===== src/rtl/sram_ctrl_if_v2_if.sv =====
// ============================================================================
//  Module      : sram_ctrl_if_v2_if
//  Description : Request/acknowledge bus between the AHB slave front end and
//                the SRAM control block. The master modport belongs to the
//                front end. The slave modport belongs to sram_ctrl_if_v2.
//  Revision    : 1.0 - initial release
// ============================================================================
`default_nettype none

interface sram_ctrl_if_v2_if #(
   parameter int AHB_DWIDTH = 32
);
   logic                  ahbsram_req;
   logic                  ahbsram_write;
   logic [2:0]            ahbsram_size;
   logic [19:0]           ahbsram_addr;
   logic [AHB_DWIDTH-1:0] ahbsram_wdata;
   logic                  sramahb_ack;
   logic [AHB_DWIDTH-1:0] sramahb_rdata;
   logic                  sramahb_err;

   modport master (
      output ahbsram_req, ahbsram_write, ahbsram_size, ahbsram_addr, ahbsram_wdata,
      input  sramahb_ack, sramahb_rdata, sramahb_err
   );

   modport slave (
      input  ahbsram_req, ahbsram_write, ahbsram_size, ahbsram_addr, ahbsram_wdata,
      output sramahb_ack, sramahb_rdata, sramahb_err
   );
endinterface

`default_nettype wire


===== src/rtl/sram_ctrl_if_v2.sv =====
// ============================================================================
//  Module      : sram_ctrl_if_v2
//  Description : Single-beat SRAM control interface. It captures an AHB-side
//                request and drives registered byte-lane write strobes or a
//                read strobe. It waits out the memory read latency, then
//                returns a one-cycle acknowledge with the read data.
//                Optional macro SRAMCTRL_RANGE_CHK_EN: a word address at or
//                above DEPTH is answered with an error and never reaches the
//                memory.
//  Revision    : 1.0 - initial release
// ============================================================================
`default_nettype none

module sram_ctrl_if_v2 #(
   parameter int AHB_DWIDTH = 32,
   parameter int MEM_AWIDTH = 16,
   parameter int DEPTH      = 512,
   parameter int RD_LATENCY = 1,
   localparam int NUM_BYTES = AHB_DWIDTH / 8
) (
   input  wire logic                  HCLK,
   input  wire logic                  HRESETN,
   sram_ctrl_if_v2_if.slave           ahb,
   input  wire logic                  mem_busy,
   output logic [NUM_BYTES-1:0]       mem_wen,
   output logic                       mem_ren,
   output logic [MEM_AWIDTH-1:0]      mem_addr,
   output logic [AHB_DWIDTH-1:0]      mem_wdata,
   input  wire logic [AHB_DWIDTH-1:0] mem_rdata
);

   localparam int L  = $clog2(NUM_BYTES);
   localparam int CW = 3;

`ifdef SRAMCTRL_RANGE_CHK_EN
   localparam bit RANGE_CHK = 1'b1;
`else
   localparam bit RANGE_CHK = 1'b0;
`endif

   typedef enum logic [2:0] {
      IDLE = 3'd0,
      HOLD = 3'd1,
      WR   = 3'd2,
      RD   = 3'd3,
      ACK  = 3'd4
   } state_t;

   state_t state, state_nxt;

   // Captured request, used when the access is issued from HOLD
   logic          cap_write;
   logic [2:0]    cap_size;
   logic [19:0]   cap_addr;
   logic [CW-1:0] cnt;
   logic          err_pend;

   // Request view at the issue point: live inputs in IDLE, captured copy otherwise
   logic          sel_write;
   logic [2:0]    sel_size;
   logic [19:0]   sel_addr;
   logic [19:0]   sel_word;
   logic          range_err;

   // Next values of the registered outputs and control
   logic                 capture;
   logic                 issue;
   logic                 load_rdata;
   logic [NUM_BYTES-1:0] wen_nxt;
   logic                 ren_nxt;
   logic                 ack_nxt;
   logic                 err_nxt;
   logic                 err_pend_nxt;
   logic [CW-1:0]        cnt_nxt;

   // Lanes covered by an access of 2^size bytes; low address bits below the size are ignored
   function automatic logic [NUM_BYTES-1:0] lane_mask(input logic [2:0] size,
                                                      input logic [L-1:0] offset);
      logic [NUM_BYTES-1:0] mask;
      mask = '0;
      for (int i = 0; i < NUM_BYTES; i++) begin
         if (32'(size) >= L)
            mask[i] = 1'b1;
         else
            mask[i] = ((L'(i) >> size) == (offset >> size));
      end
      return mask;
   endfunction

   // Choose between the live request (IDLE) and the captured one (HOLD)
   always_comb begin
      sel_write = cap_write;
      sel_size  = cap_size;
      sel_addr  = cap_addr;
      if (state == IDLE) begin
         sel_write = ahb.ahbsram_write;
         sel_size  = ahb.ahbsram_size;
         sel_addr  = ahb.ahbsram_addr;
      end
   end

   assign sel_word  = sel_addr >> L;
   // With checking disabled the address simply wraps into MEM_AWIDTH
   assign range_err = RANGE_CHK & ({12'd0, sel_word} >= 32'(DEPTH));

   // State register
   always_ff @(posedge HCLK or negedge HRESETN) begin
      if (!HRESETN)
         state <= IDLE;
      else
         state <= state_nxt;
   end

   // Next-state decode and next values of every registered output
   always_comb begin
      state_nxt    = state;
      capture      = 1'b0;
      issue        = 1'b0;
      load_rdata   = 1'b0;
      wen_nxt      = '0;
      ren_nxt      = 1'b0;
      ack_nxt      = 1'b0;
      err_nxt      = 1'b0;
      err_pend_nxt = err_pend;
      cnt_nxt      = cnt;

      case (state)
         IDLE: begin
            if (ahb.ahbsram_req) begin
               capture = 1'b1;
               if (mem_busy)
                  state_nxt = HOLD;
               else
                  issue = 1'b1;
            end
         end
         HOLD: begin
            if (!mem_busy)
               issue = 1'b1;
         end
         WR: begin
            ack_nxt   = 1'b1;
            err_nxt   = err_pend;
            state_nxt = ACK;
         end
         RD: begin
            if (cnt == '0) begin
               load_rdata = 1'b1;
               ack_nxt    = 1'b1;
               state_nxt  = ACK;
            end else begin
               cnt_nxt = cnt - CW'(1);
            end
         end
         ACK: begin
            state_nxt = IDLE;
         end
         default: begin
            state_nxt = IDLE;
         end
      endcase

      // An out-of-range access passes through WR without a strobe so its ack
      // lands on the same cycle as a write would
      if (issue) begin
         err_pend_nxt = range_err;
         if (range_err) begin
            state_nxt = WR;
         end else if (sel_write) begin
            state_nxt = WR;
            wen_nxt   = lane_mask(sel_size, sel_addr[L-1:0]);
         end else begin
            state_nxt = RD;
            ren_nxt   = 1'b1;
            cnt_nxt   = CW'(RD_LATENCY);
         end
      end
   end

   // Registered outputs, captured request and latency counter
   always_ff @(posedge HCLK or negedge HRESETN) begin
      if (!HRESETN) begin
         cap_write         <= 1'b0;
         cap_size          <= '0;
         cap_addr          <= '0;
         cnt               <= '0;
         err_pend          <= 1'b0;
         mem_wen           <= '0;
         mem_ren           <= 1'b0;
         mem_addr          <= '0;
         mem_wdata         <= '0;
         ahb.sramahb_ack   <= 1'b0;
         ahb.sramahb_err   <= 1'b0;
         ahb.sramahb_rdata <= '0;
      end else begin
         cnt             <= cnt_nxt;
         err_pend        <= err_pend_nxt;
         mem_wen         <= wen_nxt;
         mem_ren         <= ren_nxt;
         ahb.sramahb_ack <= ack_nxt;
         ahb.sramahb_err <= err_nxt;
         if (capture) begin
            cap_write <= ahb.ahbsram_write;
            cap_size  <= ahb.ahbsram_size;
            cap_addr  <= ahb.ahbsram_addr;
            mem_addr  <= MEM_AWIDTH'(ahb.ahbsram_addr >> L);
            mem_wdata <= ahb.ahbsram_wdata;
         end
         if (load_rdata)
            ahb.sramahb_rdata <= mem_rdata;
      end
   end

endmodule

`default_nettype wire


===== src/flat_wrapper.sv =====
// flat-port wrapper written by rule: the top's interface ports become plain ports
module sram_ctrl_if_v2_flat 
#(
   parameter int AHB_DWIDTH = 32,
   parameter int MEM_AWIDTH = 16,
   parameter int DEPTH      = 512,
   parameter int RD_LATENCY = 1,
   localparam int NUM_BYTES = AHB_DWIDTH / 8
)
  (HCLK, HRESETN, mem_busy, mem_wen, mem_ren, mem_addr, mem_wdata, mem_rdata, ahb_ahbsram_req, ahb_ahbsram_write, ahb_ahbsram_size, ahb_ahbsram_addr, ahb_ahbsram_wdata, ahb_sramahb_ack, ahb_sramahb_rdata, ahb_sramahb_err);
  sram_ctrl_if_v2_if #(.AHB_DWIDTH(AHB_DWIDTH)) ahb_i ();
  input  wire logic HCLK;
  input  wire logic HRESETN;
  input  wire logic mem_busy;
  output logic [NUM_BYTES-1:0] mem_wen;
  output logic mem_ren;
  output logic [MEM_AWIDTH-1:0] mem_addr;
  output logic [AHB_DWIDTH-1:0] mem_wdata;
  input  wire logic [AHB_DWIDTH-1:0] mem_rdata;
  input wire logic [$bits(ahb_i.ahbsram_req)-1:0] ahb_ahbsram_req;
  input wire logic [$bits(ahb_i.ahbsram_write)-1:0] ahb_ahbsram_write;
  input wire logic [$bits(ahb_i.ahbsram_size)-1:0] ahb_ahbsram_size;
  input wire logic [$bits(ahb_i.ahbsram_addr)-1:0] ahb_ahbsram_addr;
  input wire logic [$bits(ahb_i.ahbsram_wdata)-1:0] ahb_ahbsram_wdata;
  output wire logic [$bits(ahb_i.sramahb_ack)-1:0] ahb_sramahb_ack;
  output wire logic [$bits(ahb_i.sramahb_rdata)-1:0] ahb_sramahb_rdata;
  output wire logic [$bits(ahb_i.sramahb_err)-1:0] ahb_sramahb_err;
  assign ahb_i.ahbsram_req = ahb_ahbsram_req;
  assign ahb_i.ahbsram_write = ahb_ahbsram_write;
  assign ahb_i.ahbsram_size = ahb_ahbsram_size;
  assign ahb_i.ahbsram_addr = ahb_ahbsram_addr;
  assign ahb_i.ahbsram_wdata = ahb_ahbsram_wdata;
  assign ahb_sramahb_ack = ahb_i.sramahb_ack;
  assign ahb_sramahb_rdata = ahb_i.sramahb_rdata;
  assign ahb_sramahb_err = ahb_i.sramahb_err;
  sram_ctrl_if_v2 #(.AHB_DWIDTH(AHB_DWIDTH), .MEM_AWIDTH(MEM_AWIDTH), .DEPTH(DEPTH), .RD_LATENCY(RD_LATENCY)) u_core (.HCLK(HCLK), .HRESETN(HRESETN), .ahb(ahb_i), .mem_busy(mem_busy), .mem_wen(mem_wen), .mem_ren(mem_ren), .mem_addr(mem_addr), .mem_wdata(mem_wdata), .mem_rdata(mem_rdata));
endmodule

===== config.mk =====
export PLATFORM = sky130hd
export DESIGN_NAME = sram_ctrl_if_v2_flat
export DESIGN_NICKNAME = d
export VERILOG_FILES = /design/src/rtl/sram_ctrl_if_v2_if.sv /design/src/rtl/sram_ctrl_if_v2.sv /design/src/flat_wrapper.sv
export SDC_FILE = /design/constraint.sdc
export NUM_CORES = 1
export LEC_CHECK = 0
export BUFFER_PORTS_ARGS = -buffer_cell sky130_fd_sc_hd__buf_2
export CORE_MARGIN = 3
export CORE_UTILIZATION = 50
export CTS_BUF_LIST = sky130_fd_sc_hd__clkbuf_8 sky130_fd_sc_hd__clkbuf_16
export DETAILED_ROUTE_END_ITERATION = 16
export PLACE_DENSITY = 0.85
export SLEW_MARGIN = 20
export SYNTH_ARGS = -nofsm -noshare
export SYNTH_HDL_FRONTEND = slang
export SYNTH_SLANG_ARGS = --single-unit

===== constraint.sdc =====
create_clock -name HCLK -period 2.9 [get_ports HCLK]
set_input_delay 0.29 -clock HCLK [delete_from_list [all_inputs] [get_ports HCLK]]
set_output_delay 0.29 -clock HCLK [all_outputs]
set_load 0.05 [all_outputs]

==> summary.txt, run 1 <==
Yosys
  • Cell area after synthesis: 3920 sq um
  • YS warnings: 0
  • Syn_nets: between 300 and 400
  • Yosys top cell area share: 0.6256
  • Largest area contributor in the synthesized netlist: dfrtp_1
  • Register area share after synthesis: 0.6256
  • Syn_area_per_cell: 15.56 sq um
  • Synth area leaders: dfrtp_1 (63%), mux2_2 (18%), mux2_1 (6.9%), buf_4 (1.3%), buf_6 (0.86%)
  • Distinct cells, synth: 38
  • Syn Inst Count: 252
  • Number of synthesized register bits: 98

Detailed routing
  • Wire per inst: approximately 16 um
  • Detailed router's first-iteration violation count: 58
  • Final ANT Viol Nets: 0
  • Total wire length: 8296 um
  • 1st-pass router iterations: 4
  • Vias/cell: roughly 5
  • Drt drc: 0
  • Vias: 2704

Clock network
  • Post-CTS Hold Fix Bufs: 0
  • CTS clk-pin slew, worst paths: 0.09 ns
  • Skew-Pair Late Insertion Delay: around 0.35 ns
  • CTS tree: done
  • Cts repair resizes: 0
  • Post-CTS Setup Bufs: 0
  • Max clock buf depth: 2
  • Clk sinks: 98
  • CTS Buf Count: 9
  • Clock root cell: clkbuf_8
  • Depth of the CTS H-tree: 3

Timing
  • Final Skew: 0.01090 ns
  • Final setup TNS: 0 ns
  • Final Hold Fails: 0
  • Setup Viol. Count Final: 0
  • Tcrit/Tclk final: 0.6730
  • Setup repair after global routing missed its margin: false
  • Max_slew headroom: 0.3629
  • FMAX: 512.4 MHz
  • Setup slack after layout: about 0.95 ns
  • Slew Limit Fails: 0
  • Crit path time final: 1.952 ns
  • Worst slew pin tran: about 0.96 ns

Placed design
  • Setup WS pre-CTS: about 0.95 ns
  • Cells after DPL: 517
  • Dpl hpwl: about 6200 um
  • Routability cong.: 0.6874
  • Port bufs: 175

GRT
  • Global route overflow: 0
  • Largest net degree at the start of global routing: 80
  • Initial antenna violation count: 0
  • First-pass GRT wire length: 13000 um
  • Number of global-route vias before repair: 2815
  • GRT Total Usage: 0.1873

Job
  • Max-cap violations: 0

Floorplan
  • Rows: 31
  • DIE AREA: 8939 sq um
  • Die H: approximately 95 um
  • Ports: about 180
  • Initial Utilization: 0.5264
  • Placeable Area: 7447 sq um
  • Chip width: between 90 and 100 um

Final layout
  • Filler cells: roughly 570
  • Finished Layout Cells: 533
  • # nets final: ~520
  • Most frequent cells in the layout: buf_2 (174), dfrtp_1 (98), mux2_2 (63), mux2_1 (24), clkbuf_8 (10)
  • Fraction of layout cells with a size suffix above 1: 0.6152
  • Most common cell after layout, fill and taps aside: buf_2
  • ANT cells: 0
  • Area grow syn2layout: 29.14%

Setup path
  • Worst EP arrival: 2.18 ns
  • R2r setup slk: around 0.95 ns
  • Worst r2r src: u_core.cnt[0]
  • Crit start category: flip-flop
  • Largest fanout on the critical path: 32
  • Worst endpoint required time: 3.13 ns
  • Crit path launch: u_core.cnt[0]
  • Setup CP Type: reg2reg
  • CP Capture Type: flip-flop

Status
  • Status: finished clean

Min path
  • HP Class: in2async
[per-layer routing]
metal  GRT usage  up-vias  part of all wire
met1      0.2199     1310              0.39
met3     0.06215       13              0.11
met5           0        -                 0
met2      0.3233      131              0.49
met4     0.06370        0             0.011
li1            -     1250                 -
[registers in the layout, summed over array words and instances, names as in the netlist]
name	flops
u_core.ahb.sramahb_ack	1
u_core.mem_wdata	32
u_core.state	3
u_core.ahb.sramahb_rdata	32
u_core.mem_ren	1
u_core.cap_size	3
u_core.cnt	3
u_core.mem_addr	16
u_core.cap_write	1
u_core.mem_wen	4
u_core.cap_addr	2
[path summary, 6_finish.rpt]
path | end | cells after the start
setup reg to reg | u_core.ahb.sramahb_rdata[1] | 6
setup / recovery | u_core.ahb.sramahb_rdata[1] | 6
max in group asynchronous | u_core.mem_addr[1] | 2
hold reg to reg | u_core.mem_addr[14] | 1
min in group HCLK | u_core.ahb.sramahb_rdata[30] | 2
hold / removal | u_core.ahb.sramahb_rdata[30] | 1
[per-stage QoR]
stage	utilization	hold WS (ns)	instance area (sq um)
floorplan	-	-0.005591	3920
global route	0.6798	0.1325	5062
finish	0.6798	0.07523	5062
global placement	0.6534	0.4623	4866
detailed placement	0.6534	0.4742	4866
CTS	0.6798	0.1126	5062
[cells by family (layout without fill, tap and decap cells)]
family / Yosys count / in the layout / share of synthesized area
adders and majority gates: 2 / 2 / 0.006383
other: 1 / 1 / 0.0009566
muxes: 88 / 88 / 0.2537
AOI/OAI and AO/OA: 15 / 15 / 0.02969
and+or+nand+nor: 32 / 32 / 0.05522
buffers and inverters: 16 / 198 / 0.02841
DFF: 98 / 98 / 0.6256
[synth_stat cells (all sizes together)]
cell type,count
or3,3
nor3b,3
nand3b,1
o21bai,1
inv,3
a311oi,1
ha,2
and2,1
mux2,88
a21oi,7
and3,2
nand2,3
clkbuf,1
a21o,1
nand3,1
nand2b,4
a2111oi,3
and3b,1
or3b,1
buf,12
conb,1
dfrtp,98
nor4b,1
nor2,3
o21ai,1
nor3,6
a21bo,1
nor4,2
[critical path, cell delays in order, from the launching register on]
cell and delay, ns:
dfrtp_1 0.40, inv_1 0.08, ha_1 0.17, nand2b_1 0.21, nor3_4 0.17, buf_4 0.38, mux2_2 0.39
[cell type report]
cell class                      instances  area (sq um)  share of cell area
Multi-Input combinational cell        138          1358              0.2682
Clock buffer                           10         137.6             0.02719
Inverter                                3         11.26            0.002224
Tap cell                               99         123.9             0.02447
Clock inverter                          6         58.81             0.01162
Timing Repair Buffer                  179         920.9              0.1819
Sequential cell                        98          2452              0.4844
Power of run 1 is not shown: default switching activity piles up to over one toggle a cycle in this logic, so the estimate is an artifact.
==> inputs of run 2 (changes only) <==
--- a/config.mk
+++ b/config.mk
@@ -7,10 +7,10 @@
 export LEC_CHECK = 0
 export BUFFER_PORTS_ARGS = -buffer_cell sky130_fd_sc_hd__buf_2
 export CORE_MARGIN = 3
-export CORE_UTILIZATION = 50
+export CORE_UTILIZATION = 47
 export CTS_BUF_LIST = sky130_fd_sc_hd__clkbuf_8 sky130_fd_sc_hd__clkbuf_16
 export DETAILED_ROUTE_END_ITERATION = 16
-export PLACE_DENSITY = 0.85
+export PLACE_DENSITY = 0.8
 export SLEW_MARGIN = 20
 export SYNTH_ARGS = -nofsm -noshare
 export SYNTH_HDL_FRONTEND = slang
==> constraint.sdc (replaced) <==
create_clock -name HCLK -period 1.9 [get_ports HCLK]
set_input_delay 0.19 -clock HCLK [delete_from_list [all_inputs] [get_ports HCLK]]
set_output_delay 0.19 -clock HCLK [all_outputs]
set_load 0.05 [all_outputs]
==> summary.txt, run 2 (synthesized netlist as in run 1, its figures left out) <==
Clock network
  • Depth of the CTS H-tree: 3 (unchanged)
  • Cts repair resizes: 0 (unchanged)
  • Clk sinks: 98 (unchanged)
  • CTS Buf Count: 9 (unchanged)
  • Post-CTS Setup Bufs: 0 (unchanged)
  • CTS clk-pin slew, worst paths: 0.10 ns (about the same)
  • CTS tree: done
  • Skew-Pair Late Insertion Delay: 0.35 ns (about the same)
  • Clock root cell: clkbuf_8
  • Max clock buf depth: 2 (unchanged)

Detailed routing
  • Drt drc: 0 (unchanged)
  • Total wire length: 8402 um (+1.3%)
  • 1st-pass router iterations: 4 (unchanged)
  • Vias/cell: 4.983 (-1.8%)
  • Detailed router's first-iteration violation count: 60 (+3.4%)
  • Final ANT Viol Nets: 0 (unchanged)
  • Vias: 2686 (-0.67%)
  • Wire per inst: 15.59 um (+0.15%)

Floorplan
  • Rows: 32 (+3.2%)
  • Ports: 179 (unchanged)
  • Die H: 97.33 um (+2.9%)
  • DIE AREA: 9472 sq um (+6.0%)
  • Placeable Area: 7928 sq um (+6.5%)
  • Initial Utilization: 0.4945 (-0.03190)
  • Chip width: 97.33 um (+2.9%)

Job
  • Max-cap violations: 0 (unchanged)

Final layout
  • Area grow syn2layout: 32.65%
  • Biggest regs: u_core.ahb.sramahb_rdata x32, u_core.mem_wdata x32, u_core.mem_addr x16
  • # nets final: 528 (+0.96%)
  • Fraction of layout cells with a size suffix above 1: 0.6201 (+0.004930)
  • Most frequent cells in the layout: buf_2 (174), dfrtp_1 (98), mux2_2 (63), mux2_1 (24), clkbuf_8 (9)
  • Finished Layout Cells: 539 (+1.1%)
  • ANT cells: 0 (unchanged)
  • Most common cell after layout, fill and taps aside: buf_2

Status
  • Status: finished clean

GRT
  • Largest net degree at the start of global routing: 50 (-38%)
  • GRT Total Usage: 0.1854 (-0.001945)
  • First-pass GRT wire length: 14270 um (+9.8%)
  • Initial antenna violation count: 0 (unchanged)
  • Number of global-route vias before repair: 2902 (+3.1%)
  • Global route overflow: 0 (unchanged)

Timing
  • Setup repair after global routing missed its margin: false
  • Final setup TNS: 0 ns (unchanged)
  • Crit path time final: 1.754 ns (-0.1976 ns)
  • Final Skew: 0.01099 ns (+0.00008720 ns)
  • Slew Limit Fails: 0 (unchanged)
  • FMAX: 570.1 MHz (+11%)
  • Final Hold Fails: 0 (unchanged)
  • Setup Viol. Count Final: 0 (unchanged)
  • Tcrit/Tclk final: 0.9231 (+0.2502)

Placed design
  • Port bufs: 175 (unchanged)
  • Routability cong.: 0.8184 (+19%)
  • Dpl hpwl: 6559 um (+5.4%)
  • Cells after DPL: 524 (+1.4%)

Setup path
  • CP Capture Type: flip-flop
  • Worst endpoint required time: 2.12 ns (-1.01 ns)
  • Crit path buffers/inverters: 1 (-1)
  • Largest fanout on the critical path: 11 (-66%)
  • Critical path's slowest cell: dfrtp_1
  • Crit start category: flip-flop
  • CP peak stage delay: 0.47 ns (+0.07 ns)
  • Setup CP Type: reg2reg
  • Top delay family on crit path: simple AND/OR/NAND/NOR gates
  • Worst EP arrival: 1.97 ns (-0.21 ns)
  • Cell Chain, Critical Path: nor3_2 > and2_2 > buf_4 > mux2_1

Min path
  • HP Class: in2reg
## run 2: area by class of cell
type / count / area (sq um)
Fill cell: 635 / 2728
Sequential cell: 98 / 2452
Multi-Input combinational cell: 138 / 1358
Timing Repair Buffer: 184 / 998.5
Clock inverter: 5 / 128.9
Tap cell: 102 / 127.6
Clock buffer: 9 / 123.9
Inverter: 3 / 11.26
## run 2: metal layers
metal / share of wire / vias up / global-route usage
met1: 0.41 / 1285 / 0.2256
met3: 0.096 / 12 / 0.06317
met5: 0 / - / 0
met4: 0.012 / 0 / 0.06603
li1: - / 1253 / -
met2: 0.48 / 136 / 0.3084
## run 2: final timing paths
path	from	to	slack [ns]	cells after the start
max	u_core.state[0]	u_core.mem_addr[13]	0.15	4
min reg2reg	u_core.ahb.sramahb_rdata[10]	u_core.ahb.sramahb_rdata[10]	0.49	1
max in group asynchronous	HRESETN	u_core.ahb.sramahb_rdata[6]	0.92	3
max reg2reg	u_core.state[0]	u_core.mem_addr[13]	0.15	4
min in group asynchronous	HRESETN	u_core.mem_addr[13]	0.37	2
min	ahb_ahbsram_wdata[13]	u_core.mem_wdata[13]	0.05	2
## run 2: stage by stage
stage               hold slack (ns)  cell area, sq um  worst slack [ns]    util
floorplan                   -0.1056              3920            0.2478       -
global placement             0.1790              4937            0.2266  0.6228
detailed placement           0.1800              4937            0.1554  0.6228
CTS                         0.02612              5200            0.1327  0.6559
global route                0.02865              5200           0.04244  0.6559
finish                      0.04753              5200            0.1460  0.6559
## run 2: repair_timing
| item | in CTS | in global routing |
|---|---|---|
| endpoints found under the setup margin | 0 | 0 |
| hold buffers | 1 | 0 |
| hold endpoints to repair | 34 | 0 |
Power of run 2 is left out for the same reason.
==> inputs of run 3 (changes only) <==
--- a/config.mk
+++ b/config.mk
@@ -10,7 +10,7 @@
 export CORE_UTILIZATION = 47
 export CTS_BUF_LIST = sky130_fd_sc_hd__clkbuf_8 sky130_fd_sc_hd__clkbuf_16
 export DETAILED_ROUTE_END_ITERATION = 16
-export PLACE_DENSITY = 0.8
+export PLACE_DENSITY_LB_ADDON = 0.25
 export SLEW_MARGIN = 20
 export SYNTH_ARGS = -nofsm -noshare
 export SYNTH_HDL_FRONTEND = slang
==> summary.txt, run 3 (synthesized netlist as in run 1, its figures left out) <==
Status
  • Status: finished clean

GRT
  • Met3 usage: 0.05240 (-0.01077)
  • Global route overflow: 0 (unchanged)
  • Met1 usage: 0.2193 (-0.006365)
  • M2 GR Usage: 0.3063 (-0.002123)
  • First-pass GRT wire length: 13690 um (-4.1%)
  • Number of global-route vias before repair: 2840 (-2.1%)
  • Initial antenna violation count: 0 (unchanged)
  • Largest net degree at the start of global routing: 47 (-6.0%)
  • GRT Total Usage: 0.1801 (-0.005251)
  • Global routing's busiest layer: met2

Clock network
  • Post-CTS Setup Bufs: 0 (unchanged)
  • Depth of the CTS H-tree: 3 (unchanged)
  • CTS Buf Count: 9 (unchanged)
  • Skew-Pair Late Insertion Delay: 0.34 ns (about the same)
  • CTS tree: done
  • Max clock buf depth: 2 (unchanged)
  • Cts repair resizes: 0 (unchanged)
  • CTS clk-pin slew, worst paths: 0.09 ns (about the same)
  • Clock root cell: clkbuf_8
  • Clk sinks: 98 (unchanged)

Floorplan
  • Initial Utilization: 0.4945 (unchanged)
  • Rows: 32 (unchanged)
  • DIE AREA: 9472 sq um (unchanged)
  • Placeable Area: 7928 sq um (unchanged)
  • Ports: 179 (unchanged)
  • Die H: 97.33 um (unchanged)
  • Chip width: 97.33 um (unchanged)

Setup path
  • Setup CP Type: reg2reg
  • Largest fanout on the critical path: 42 (+31)
  • CP Capture Type: flip-flop
  • Worst EP arrival: 1.98 ns (about the same)
  • Worst endpoint required time: 2.13 ns (about the same)
  • Crit start category: flip-flop
  • R2R depth: 4 (unchanged)

Min path
  • HP Class: in2reg
  • Hold Path Depth: 2 (unchanged)

Placed design
  • Port bufs: 175 (unchanged)
  • Dpl hpwl: 6458 um (-1.5%)
  • Routability cong.: 0.8098 (-1.1%)
  • Setup WS pre-CTS: 0.1529 ns (-0.002483 ns)

Job
  • Max-cap violations: 0 (unchanged)

Final layout
  • Fraction of layout cells with a size suffix above 1: 0.6178 (-0.002288)
  • ANT cells: 0 (unchanged)
  • Most frequent cells in the layout: buf_2 (174), dfrtp_1 (98), mux2_2 (63), mux2_1 (24), clkbuf_8 (10)
  • Most common cell after layout, fill and taps aside: buf_2
  • Biggest regs: u_core.ahb.sramahb_rdata x32, u_core.mem_wdata x32, u_core.mem_addr x16
  • # nets final: 527 (-0.19%)
  • Area grow syn2layout: 31.82%

Timing
  • Setup slack after layout: 0.1467 ns (+0.0006950 ns)
  • FMAX: 570.4 MHz (about the same)
  • Slew Limit Fails: 0 (unchanged)
  • Setup repair after global routing missed its margin: false
  • Final Hold Fails: 0 (unchanged)
  • Final setup TNS: 0 ns (unchanged)
  • Setup Viol. Count Final: 0 (unchanged)
  • Crit path time final: 1.753 ns (-0.0006950 ns)
  • Final Skew: 0.009436 ns (-0.001551 ns)
  • Tcrit/Tclk final: 0.9228 (about the same)

Detailed routing
  • Vias/cell: 4.944 (-0.78%)
  • Wire per inst: 15.61 um (+0.17%)
  • Drt drc: 0 (unchanged)
  • Total wire length: 8416 um (+0.17%)
  • Vias: 2665 (-0.78%)
  • Final ANT Viol Nets: 0 (unchanged)
  • 1st-pass router iterations: 4 (unchanged)
  • Detailed router's first-iteration violation count: 59 (-1.7%)
==> run 3: cell count changes in the layout (fill, tap and decap cells not counted) <==
cell	previous run	this run
inv_1	3	4
inv_6	0	1
bufinv_16	4	3
buf_12	4	3
clkinv_4	1	0
clkbuf_8	9	10
==> run 3: path summary, 6_finish.rpt <==
check	startpoint	endpoint	slack, ns
min in group asynchronous	HRESETN	u_core.ahb.sramahb_rdata[11]	0.32
max in group asynchronous	HRESETN	u_core.ahb.sramahb_rdata[27]	0.93
min	ahb_ahbsram_addr[12]	u_core.mem_addr[10]	0.06
max reg2reg	u_core.state[0]	u_core.mem_wdata[19]	0.15
min reg2reg	u_core.ahb.sramahb_rdata[20]	u_core.ahb.sramahb_rdata[20]	0.49
max	u_core.state[0]	u_core.mem_wdata[19]	0.15
==> run 3: per-stage QoR <==
step | instances | utilization | hold slack, ns | cell area [sq um]
floorplan | 252 | - | -0.1056 | 3920
global placement | 523 | 0.6203 | 0.1644 | 4917
detailed placement | 523 | 0.6203 | 0.1652 | 4917
CTS | 539 | 0.6518 | 0.03748 | 5167
global route | 539 | 0.6518 | 0.03898 | 5167
finish | 539 | 0.6518 | 0.05599 | 5167
==> run 3: metal layers <==
metal  part of all wire  routed length [um]
met1               0.42                3501
met2               0.49                4139
met3              0.078                 657
met4              0.014                 117
met5                  0                   0
==> run 3: timing repair <==
| action | in CTS | in global routing |
|---|---|---|
| hold buffers | 1 | 0 |
| setup endpoints to repair | 0 | 0 |
| endpoints found under the hold margin | 32 | 0 |
==> run 3: layout make-up <==
class                           instances  area, sq um
Tap cell                              102        127.6
Inverter                                3        11.26
Fill cell                             635         2760
Clock buffer                           10        137.6
Sequential cell                        98         2452
Clock inverter                          5        102.6
Multi-Input combinational cell        138         1358
Timing Repair Buffer                  183        978.4
==> run 3: critical path, cell delays in order (launching register included) <==
cell and delay, ns:
dfrtp_1 0.48, nor3_2 0.31, and2_2 0.23, buf_12 0.23, mux2_2 0.37
Power of run 3 is left out for the same reason.
